## src/rtl/ahb_rr_master_arbiter_if.sv

```systemverilog
// AHB-Lite signal bundle between the round-robin master sequencer and a
// single slave port (the AHB-to-APB bridge). Names follow AHB so waveforms
// read naturally against the bridge.
interface ahb_rr_master_arbiter_if #(
    parameter int ADDR_WIDTH = 32,
    parameter int DATA_WIDTH = 32
);
    logic                  HSEL;
    logic [1:0]            HTRANS;
    logic [ADDR_WIDTH-1:0] HADDR;
    logic                  HWRITE;
    logic [DATA_WIDTH-1:0] HWDATA;
    logic                  HREADY_IN;
    logic                  HREADY_OUT;
    logic [DATA_WIDTH-1:0] HRDATA;
    logic                  HRESP;

    modport master (
        output HSEL, HTRANS, HADDR, HWRITE, HWDATA, HREADY_IN,
        input  HREADY_OUT, HRDATA, HRESP
    );

    modport slave (
        input  HSEL, HTRANS, HADDR, HWRITE, HWDATA, HREADY_IN,
        output HREADY_OUT, HRDATA, HRESP
    );
endinterface

```

## src/rtl/ahb_rr_master_arbiter.sv

```systemverilog
// Round-robin sequencer letting NUM_REQ single-word requesters share one
// AHB-Lite master port. One transfer in flight at a time:
// IDLE (arbitrate, latch winner) -> ADDR (NONSEQ) -> DATA (complete, respond).
module ahb_rr_master_arbiter #(
    parameter int NUM_REQ    = 4,
    parameter int ADDR_WIDTH = 32,
    parameter int DATA_WIDTH = 32
) (
    input  logic                          HCLK,
    input  logic                          HRESET,
    input  logic [NUM_REQ-1:0]            req,
    input  logic [NUM_REQ*ADDR_WIDTH-1:0] req_addr,
    input  logic [NUM_REQ-1:0]            req_write,
    input  logic [NUM_REQ*DATA_WIDTH-1:0] req_wdata,
    output logic [NUM_REQ-1:0]            grant,
    output logic [NUM_REQ-1:0]            rsp_done,
    output logic [DATA_WIDTH-1:0]         rsp_rdata,
    output logic                          rsp_err,
    ahb_rr_master_arbiter_if.master       ahb
);
    localparam int IDX_W = $clog2(NUM_REQ);

    typedef enum logic [1:0] {
        IDLE = 2'd0,
        ADDR = 2'd1,
        DATA = 2'd2
    } state_t;

    state_t                state_q, state_d;
    logic [IDX_W-1:0]      last_q, last_d;
    logic [IDX_W-1:0]      win_q, win_d;
    logic [ADDR_WIDTH-1:0] addr_q, addr_d;
    logic                  write_q, write_d;
    logic [DATA_WIDTH-1:0] wdata_q, wdata_d;
    logic [NUM_REQ-1:0]    grant_q, grant_d;
    logic [NUM_REQ-1:0]    rsp_done_q, rsp_done_d;
    logic [DATA_WIDTH-1:0] rsp_rdata_q, rsp_rdata_d;
    logic                  rsp_err_q, rsp_err_d;
    logic                  hready_in_q;

    logic [NUM_REQ-1:0]    eligible;
    logic                  pick_valid;
    logic [IDX_W-1:0]      pick_idx;
    logic [IDX_W:0]        cand_w;

    logic [ADDR_WIDTH-1:0] addr_arr  [NUM_REQ];
    logic [DATA_WIDTH-1:0] wdata_arr [NUM_REQ];

    // Unpack the flat request buses so the winner can be selected by index.
    for (genvar g = 0; g < NUM_REQ; g++) begin : g_unpack
        assign addr_arr[g]  = req_addr[g*ADDR_WIDTH +: ADDR_WIDTH];
        assign wdata_arr[g] = req_wdata[g*DATA_WIDTH +: DATA_WIDTH];
    end

    // A requester whose done pulse is out this cycle is masked so it cannot
    // immediately win again while it is still dropping req.
    assign eligible = req & ~rsp_done_q;

    // Round-robin search: first eligible index after last_q, wrapping exactly
    // at NUM_REQ so non-power-of-two counts rotate correctly.
    always_comb begin
        // NOTE: every variable written here gets a default first, so no path
        // through the block can leave a value held and infer a latch.
        pick_valid = 1'b0;
        pick_idx   = '0;
        cand_w     = '0;
        for (int k = 1; k <= NUM_REQ; k++) begin
            cand_w = {1'b0, last_q} + (IDX_W+1)'(k);
            if (cand_w >= (IDX_W+1)'(NUM_REQ)) begin
                cand_w = cand_w - (IDX_W+1)'(NUM_REQ);
            end
            if (!pick_valid && eligible[cand_w[IDX_W-1:0]]) begin
                pick_valid = 1'b1;
                pick_idx   = cand_w[IDX_W-1:0];
            end
        end
    end

    // Next-state and response logic for the IDLE/ADDR/DATA sequencer.
    always_comb begin
        state_d     = state_q;
        last_d      = last_q;
        win_d       = win_q;
        addr_d      = addr_q;
        write_d     = write_q;
        wdata_d     = wdata_q;
        grant_d     = grant_q;
        rsp_done_d  = '0;
        rsp_rdata_d = rsp_rdata_q;
        rsp_err_d   = rsp_err_q;

        unique case (state_q)
            IDLE: begin
                if (pick_valid) begin
                    win_d             = pick_idx;
                    addr_d            = addr_arr[pick_idx];
                    write_d           = req_write[pick_idx];
                    wdata_d           = wdata_arr[pick_idx];
                    grant_d           = '0;
                    grant_d[pick_idx] = 1'b1;
                    state_d           = ADDR;
                end
            end
            ADDR: begin
                if (ahb.HREADY_OUT) begin
                    state_d = DATA;
                end
            end
            DATA: begin
                if (ahb.HREADY_OUT) begin
                    rsp_rdata_d       = write_q ? '0 : ahb.HRDATA;
                    rsp_err_d         = ahb.HRESP;
                    rsp_done_d[win_q] = 1'b1;
                    grant_d           = '0;
                    last_d            = win_q;
                    state_d           = IDLE;
                end
            end
            default: begin
                state_d = IDLE;
            end
        endcase
    end

    // State and latched-transfer registers with synchronous reset.
    always_ff @(posedge HCLK) begin
        // NOTE: registers use non-blocking assignment so every flop samples
        // pre-edge values regardless of statement order.
        if (HRESET) begin
            state_q     <= IDLE;
            last_q      <= IDX_W'(NUM_REQ - 1);
            win_q       <= '0;
            addr_q      <= '0;
            write_q     <= 1'b0;
            wdata_q     <= '0;
            grant_q     <= '0;
            rsp_done_q  <= '0;
            rsp_rdata_q <= '0;
            rsp_err_q   <= 1'b0;
        end else begin
            state_q     <= state_d;
            last_q      <= last_d;
            win_q       <= win_d;
            addr_q      <= addr_d;
            write_q     <= write_d;
            wdata_q     <= wdata_d;
            grant_q     <= grant_d;
            rsp_done_q  <= rsp_done_d;
            rsp_rdata_q <= rsp_rdata_d;
            rsp_err_q   <= rsp_err_d;
        end
    end

    // HREADY_IN is held low only while reset is applied; the sequencer never
    // pipelines, so otherwise the bus is always ready.
    always_ff @(posedge HCLK) begin
        if (HRESET) begin
            hready_in_q <= 1'b0;
        end else begin
            hready_in_q <= 1'b1;
        end
    end

    assign grant     = grant_q;
    assign rsp_done  = rsp_done_q;
    assign rsp_rdata = rsp_rdata_q;
    assign rsp_err   = rsp_err_q;

    // AHB outputs decode from state: address phase only in ADDR, write data
    // only in DATA, zeros elsewhere.
    assign ahb.HSEL      = (state_q == ADDR);
    assign ahb.HTRANS    = (state_q == ADDR) ? 2'b10 : 2'b00;
    assign ahb.HADDR     = (state_q == ADDR) ? addr_q : '0;
    assign ahb.HWRITE    = (state_q == ADDR) ? write_q : 1'b0;
    assign ahb.HWDATA    = (state_q == DATA) ? wdata_q : '0;
    assign ahb.HREADY_IN = hready_in_q;
endmodule
```

## src/flat_wrapper.sv

```systemverilog
// flat-port wrapper written by rule: the top's interface ports become plain ports
module ahb_rr_master_arbiter_flat 
#(
    parameter int NUM_REQ    = 4,
    parameter int ADDR_WIDTH = 32,
    parameter int DATA_WIDTH = 32
)
  (HCLK, HRESET, req, req_addr, req_write, req_wdata, grant, rsp_done, rsp_rdata, rsp_err, ahb_HSEL, ahb_HTRANS, ahb_HADDR, ahb_HWRITE, ahb_HWDATA, ahb_HREADY_IN, ahb_HREADY_OUT, ahb_HRDATA, ahb_HRESP);
  ahb_rr_master_arbiter_if #(.ADDR_WIDTH(ADDR_WIDTH), .DATA_WIDTH(DATA_WIDTH)) ahb_i ();
  input  logic HCLK;
  input  logic HRESET;
  input  logic [NUM_REQ-1:0] req;
  input  logic [NUM_REQ*ADDR_WIDTH-1:0] req_addr;
  input  logic [NUM_REQ-1:0] req_write;
  input  logic [NUM_REQ*DATA_WIDTH-1:0] req_wdata;
  output logic [NUM_REQ-1:0] grant;
  output logic [NUM_REQ-1:0] rsp_done;
  output logic [DATA_WIDTH-1:0] rsp_rdata;
  output logic rsp_err;
  output wire logic [$bits(ahb_i.HSEL)-1:0] ahb_HSEL;
  output wire logic [$bits(ahb_i.HTRANS)-1:0] ahb_HTRANS;
  output wire logic [$bits(ahb_i.HADDR)-1:0] ahb_HADDR;
  output wire logic [$bits(ahb_i.HWRITE)-1:0] ahb_HWRITE;
  output wire logic [$bits(ahb_i.HWDATA)-1:0] ahb_HWDATA;
  output wire logic [$bits(ahb_i.HREADY_IN)-1:0] ahb_HREADY_IN;
  input wire logic [$bits(ahb_i.HREADY_OUT)-1:0] ahb_HREADY_OUT;
  input wire logic [$bits(ahb_i.HRDATA)-1:0] ahb_HRDATA;
  input wire logic [$bits(ahb_i.HRESP)-1:0] ahb_HRESP;
  assign ahb_HSEL = ahb_i.HSEL;
  assign ahb_HTRANS = ahb_i.HTRANS;
  assign ahb_HADDR = ahb_i.HADDR;
  assign ahb_HWRITE = ahb_i.HWRITE;
  assign ahb_HWDATA = ahb_i.HWDATA;
  assign ahb_HREADY_IN = ahb_i.HREADY_IN;
  assign ahb_i.HREADY_OUT = ahb_HREADY_OUT;
  assign ahb_i.HRDATA = ahb_HRDATA;
  assign ahb_i.HRESP = ahb_HRESP;
  ahb_rr_master_arbiter #(.NUM_REQ(NUM_REQ), .ADDR_WIDTH(ADDR_WIDTH), .DATA_WIDTH(DATA_WIDTH)) u_core (.HCLK(HCLK), .HRESET(HRESET), .req(req), .req_addr(req_addr), .req_write(req_write), .req_wdata(req_wdata), .grant(grant), .rsp_done(rsp_done), .rsp_rdata(rsp_rdata), .rsp_err(rsp_err), .ahb(ahb_i));
endmodule
```

## config.mk

```make
export PLATFORM = sky130hd
export DESIGN_NAME = ahb_rr_master_arbiter_flat
export DESIGN_NICKNAME = d
export VERILOG_FILES = /design/src/rtl/ahb_rr_master_arbiter_if.sv /design/src/rtl/ahb_rr_master_arbiter.sv /design/src/flat_wrapper.sv
export SDC_FILE = /design/constraint.sdc
export NUM_CORES = 1
export LEC_CHECK = 0
export CAP_MARGIN = 5
export CELL_PAD_IN_SITES_DETAIL_PLACEMENT = 1
export CELL_PAD_IN_SITES_GLOBAL_PLACEMENT = 1
export CORE_AREA = 2 2 158 160
export DETAILED_ROUTE_END_ITERATION = 8
export DIE_AREA = 0 0 160 162
export DONT_BUFFER_PORTS = 1
export GPL_TIMING_DRIVEN = 0
export PLACE_DENSITY_LB_ADDON = 0.1
export SYNTH_ARGS = -nofsm -noshare
export SYNTH_HDL_FRONTEND = slang
export SYNTH_SLANG_ARGS = --single-unit
export TNS_END_PERCENT = 50
```

## constraint.sdc

```tcl
create_clock -name HCLK -period 2 [get_ports HCLK]
set_clock_uncertainty 0.2 [all_clocks]
set_input_delay 0.4 -clock HCLK [delete_from_list [all_inputs] [get_ports HCLK]]
set_output_delay 0.4 -clock HCLK [all_outputs]
set_load 0.02 [all_outputs]
```

==> impl_metrics.ini <==
[cts]
cts_num_sinks = 113
clk_latency_ns = 0.42
cts-buffers-inserted = 17
clk_pin_slew_ns = 0.06
ctsRootBufferMaster = clkbuf_16
cts_max_level = 4
clockBufferDepth = 2
cts_tree = built

[global_route]
grt_overflow = 0
grt_max_degree = 17
grt_pass1_wl_mm = 42.4
first_global_vias = 6895
grt_usage_pct = 21.5
antenna_found_initial = 2

[routing]
route.met2.wl_mm = 15.1
routed-wl-met3_mm = 1.94
drtAntennaViolNets = 0
vias_per_cell = 5.25
wl_met1_mm = 11.2
wire_per_inst_um = 24.7
drc = 0
num_vias = 6129
drt-total-wl_mm = 28.9
drt_iter0_drc = 264
top_layer = met5
dr.pass1.iters = 4

[setup_path]
worst-r2r-setup-slack_ns = -0.26
critical-path-top-delay-family = compound AO/OA/AOI/OAI gates
reg2reg_depth = 8
cp-endpoint = u_core.addr_q[16]
critPathKind = flop to flop
crit_path_max_fanout = 8
startpoint = u_core.rsp_done[3]
slowest_delay_ns = 0.40
setup.worst_path.end_class = flop
cpMostUsedCell = buf_12
cp.required_ns = 2.13
worst_setup_path_start_kind = flop
worstPathCellList = or3b_4 -> o211a_4 -> o21a_1 -> buf_6 -> buf_12 -> buf_12 -> mux2i_2 -> a221oi_2
r2r_start = u_core.rsp_done[3]
slowest_stage = or3b_4
cp.depth = 8
rr_endpoint = u_core.addr_q[16]
path_buf_inv = 3
critPathArrivalTime_ns = 2.39

[cells_and_area]
finalNetCount = 1130
syn2layout_area_growth_pct = 52.8
drive_gt1_share_pct = 37.4
nFillCells = 2664
instances_no_fill = 1168
utilization_pct = 39.8
final_common_cell = dlygate4sd3_1
final_cell_mix = dlygate4sd3_1, dfxtp_1, nand2_1, o21ai_0, and2_4

[die]
io_pins = 410
coreArea_mm2 = 0.0241
die_h_um = 162
dieArea_mm2 = 0.0259
num_rows = 57
die_w_um = 160
start_util_pct = 26.1

[synth]
synthCells = 666
syn-cell-area_mm2 = 0.00628
seq_area_frac_synth_pct = 36.0
syn_nets = 966
synth.yosys.warnings = 0
ys_types = 39
synth-seq-cells = 113
avgSynthCellArea_um2 = 9.44

[sta]
hold_violations = 0
relSlewSlack_pct = 63.9
worst_slew_pin_slew_ns = 0.542
finalWorstSetupSlack_ns = -0.257
fmax_mhz = 443
fin_crit_sh_pct = 113
slew_viol_final = 0
period_minus_slack_ns = 2.26
rsz0062_at_grt = true
setup_violations = 133
worst_hold_slack_ns = 0.0125

[placed_design]
port_buffers = 0
dp_hpwl_mm = 20.2
dp_cells = 990
gp_congestion = 0.831
post-place-ws_ns = -0.767

[power_and_ir_drop]
ir_drop_mv = 0.369
cellPowerDensity_mw_per_mm2 = 840
p_leak_nw = 3.84

[run]
cap_violations = 0

[hold_path]
min_from = req_addr[92]
holdCritPathClass = primary input to flop

[run_status]
status = finished with violations
violations = negative setup slack
-- through the flow --
stage | area, um^2 | total power, mW | TNS (ns)
2_1_floorplan | 6330 | 3.79 | -2.29
3_3_place_gp | 6730 | 4.21 | -68.38
3_5_place_dp | 6730 | 4.25 | -68.83
4_1_cts | 9380 | 8.08 | -19.31
5_1_grt | 9600 | 8.42 | -27.75
6_report | 9600 | 8.06 | -17.90
-- repair_timing --
action                                 4_1_cts  5_1_grt
buffers inserted                             7        4
pin swaps                                   29        7
setup endpoints to repair                  169      168
hold buffers                               125        0
gates resized for setup                    242       53
cloned                                       7        2
endpoints found under the hold margin      101        0
-- worst min path at each step --
stage,depth (start not counted),endpoint,slack (ns)
detailed placement,1,u_core.rsp_done[2],0.28
CTS,2,u_core.wdata_q[16],0.0004
global placement,1,u_core.rsp_done[2],0.28
finish,2,u_core.addr_q[28],0.01
global route,2,u_core.wdata_q[16],0.01
floorplan,1,u_core.rsp_done[2],0.23
-- registers in the layout, indices dropped and copies added (netlist names) --
register	count
u_core.write_q	1
u_core.state_q	2
u_core.wdata_q	32
u_core.win_q	2
u_core.rsp_done	4
u_core.rsp_rdata	32
u_core.rsp_err	1
u_core.addr_q	32
u_core.ahb.HREADY_IN	1
u_core.last_q	2
u_core.grant	4
-- layout make-up --
class                           instances  area, um^2  share of cell area (%)
Multi-Input combinational cell        482        4020                    41.9
Sequential cell                       113        2280                    23.7
Timing Repair Buffer                  145        1530                    16.0
Buffer                                 67         733                    7.64
Clock buffer                           17         425                    4.43
Tap cell                              324         405                    4.22
Clock inverter                         15         189                    1.97
Inverter                                4        15.0                   0.156
Antenna cell                            1        2.50                  0.0261
-- synth_stat cells (all sizes together) --
cell | number | share of area, %
conb | 1 | 0.060
clkbuf | 35 | 2.1
and2b | 1 | 0.12
o2111ai | 1 | 0.24
a22o | 32 | 4.5
o41a | 1 | 0.18
a22oi | 1 | 0.12
o21a | 1 | 0.12
or3b | 1 | 0.18
buf | 32 | 4.2
nand2b | 4 | 0.40
a2bb2oi | 2 | 0.28
a21oi | 70 | 7.6
o211a | 1 | 0.16
o21ai | 67 | 5.4
nand4 | 1 | 0.10
mux2i | 66 | 11
a211o | 1 | 0.14
and2 | 66 | 6.6
o22ai | 1 | 0.10
dfxtp | 113 | 36
nor4 | 2 | 0.20
o221a | 1 | 0.18
nand2 | 72 | 4.3
or3 | 1 | 0.10
nor2b | 5 | 0.50
nand3 | 1 | 0.080
nor2 | 12 | 0.72
inv | 4 | 0.24
nor3 | 1 | 0.080
o211ai | 1 | 0.12
a32oi | 2 | 0.28
a211oi | 1 | 0.12
a221oi | 65 | 14
-- worst register-to-register path: cells and delay by family, from the launching register on --
kind,cells,cell delay [ns]
AOI/OAI and AO/OA,3,0.57
buffers and inverters,3,0.47
DFF,1,0.38
muxes,1,0.16
and+or+nand+nor,1,0.40
-- where the power goes --
| group | internal, mW | switching [mW] | total, mW |
|---|---|---|---|
| clock network | 1.90 | 1.36 | 3.26 |
| registers | 2.47 | 0.154 | 2.63 |
| logic | 0.999 | 1.18 | 2.18 |
| total | 5.37 | 2.69 | 8.06 |
-- routing by layer --
| metal | track usage [%] | vias up |
|---|---|---|
| met5 | 0 | - |
| met4 | 7.74 | 2 |
| met1 | 23.6 | 2979 |
| met3 | 6.54 | 47 |
| met2 | 39.4 | 290 |
| li1 | - | 2811 |
-- kinds of logic (layout without fill, tap and decap cells) --
family	after synthesis	in the layout	synth area share, %
other	1	2	0.0597
muxes	66	66	10.5
and+or+nand+nor	167	167	13.3
DFF	113	113	36.0
AOI/OAI and AO/OA	248	248	33.5
buffers and inverters	71	248	6.57
(Power assumes the default switching activity.)
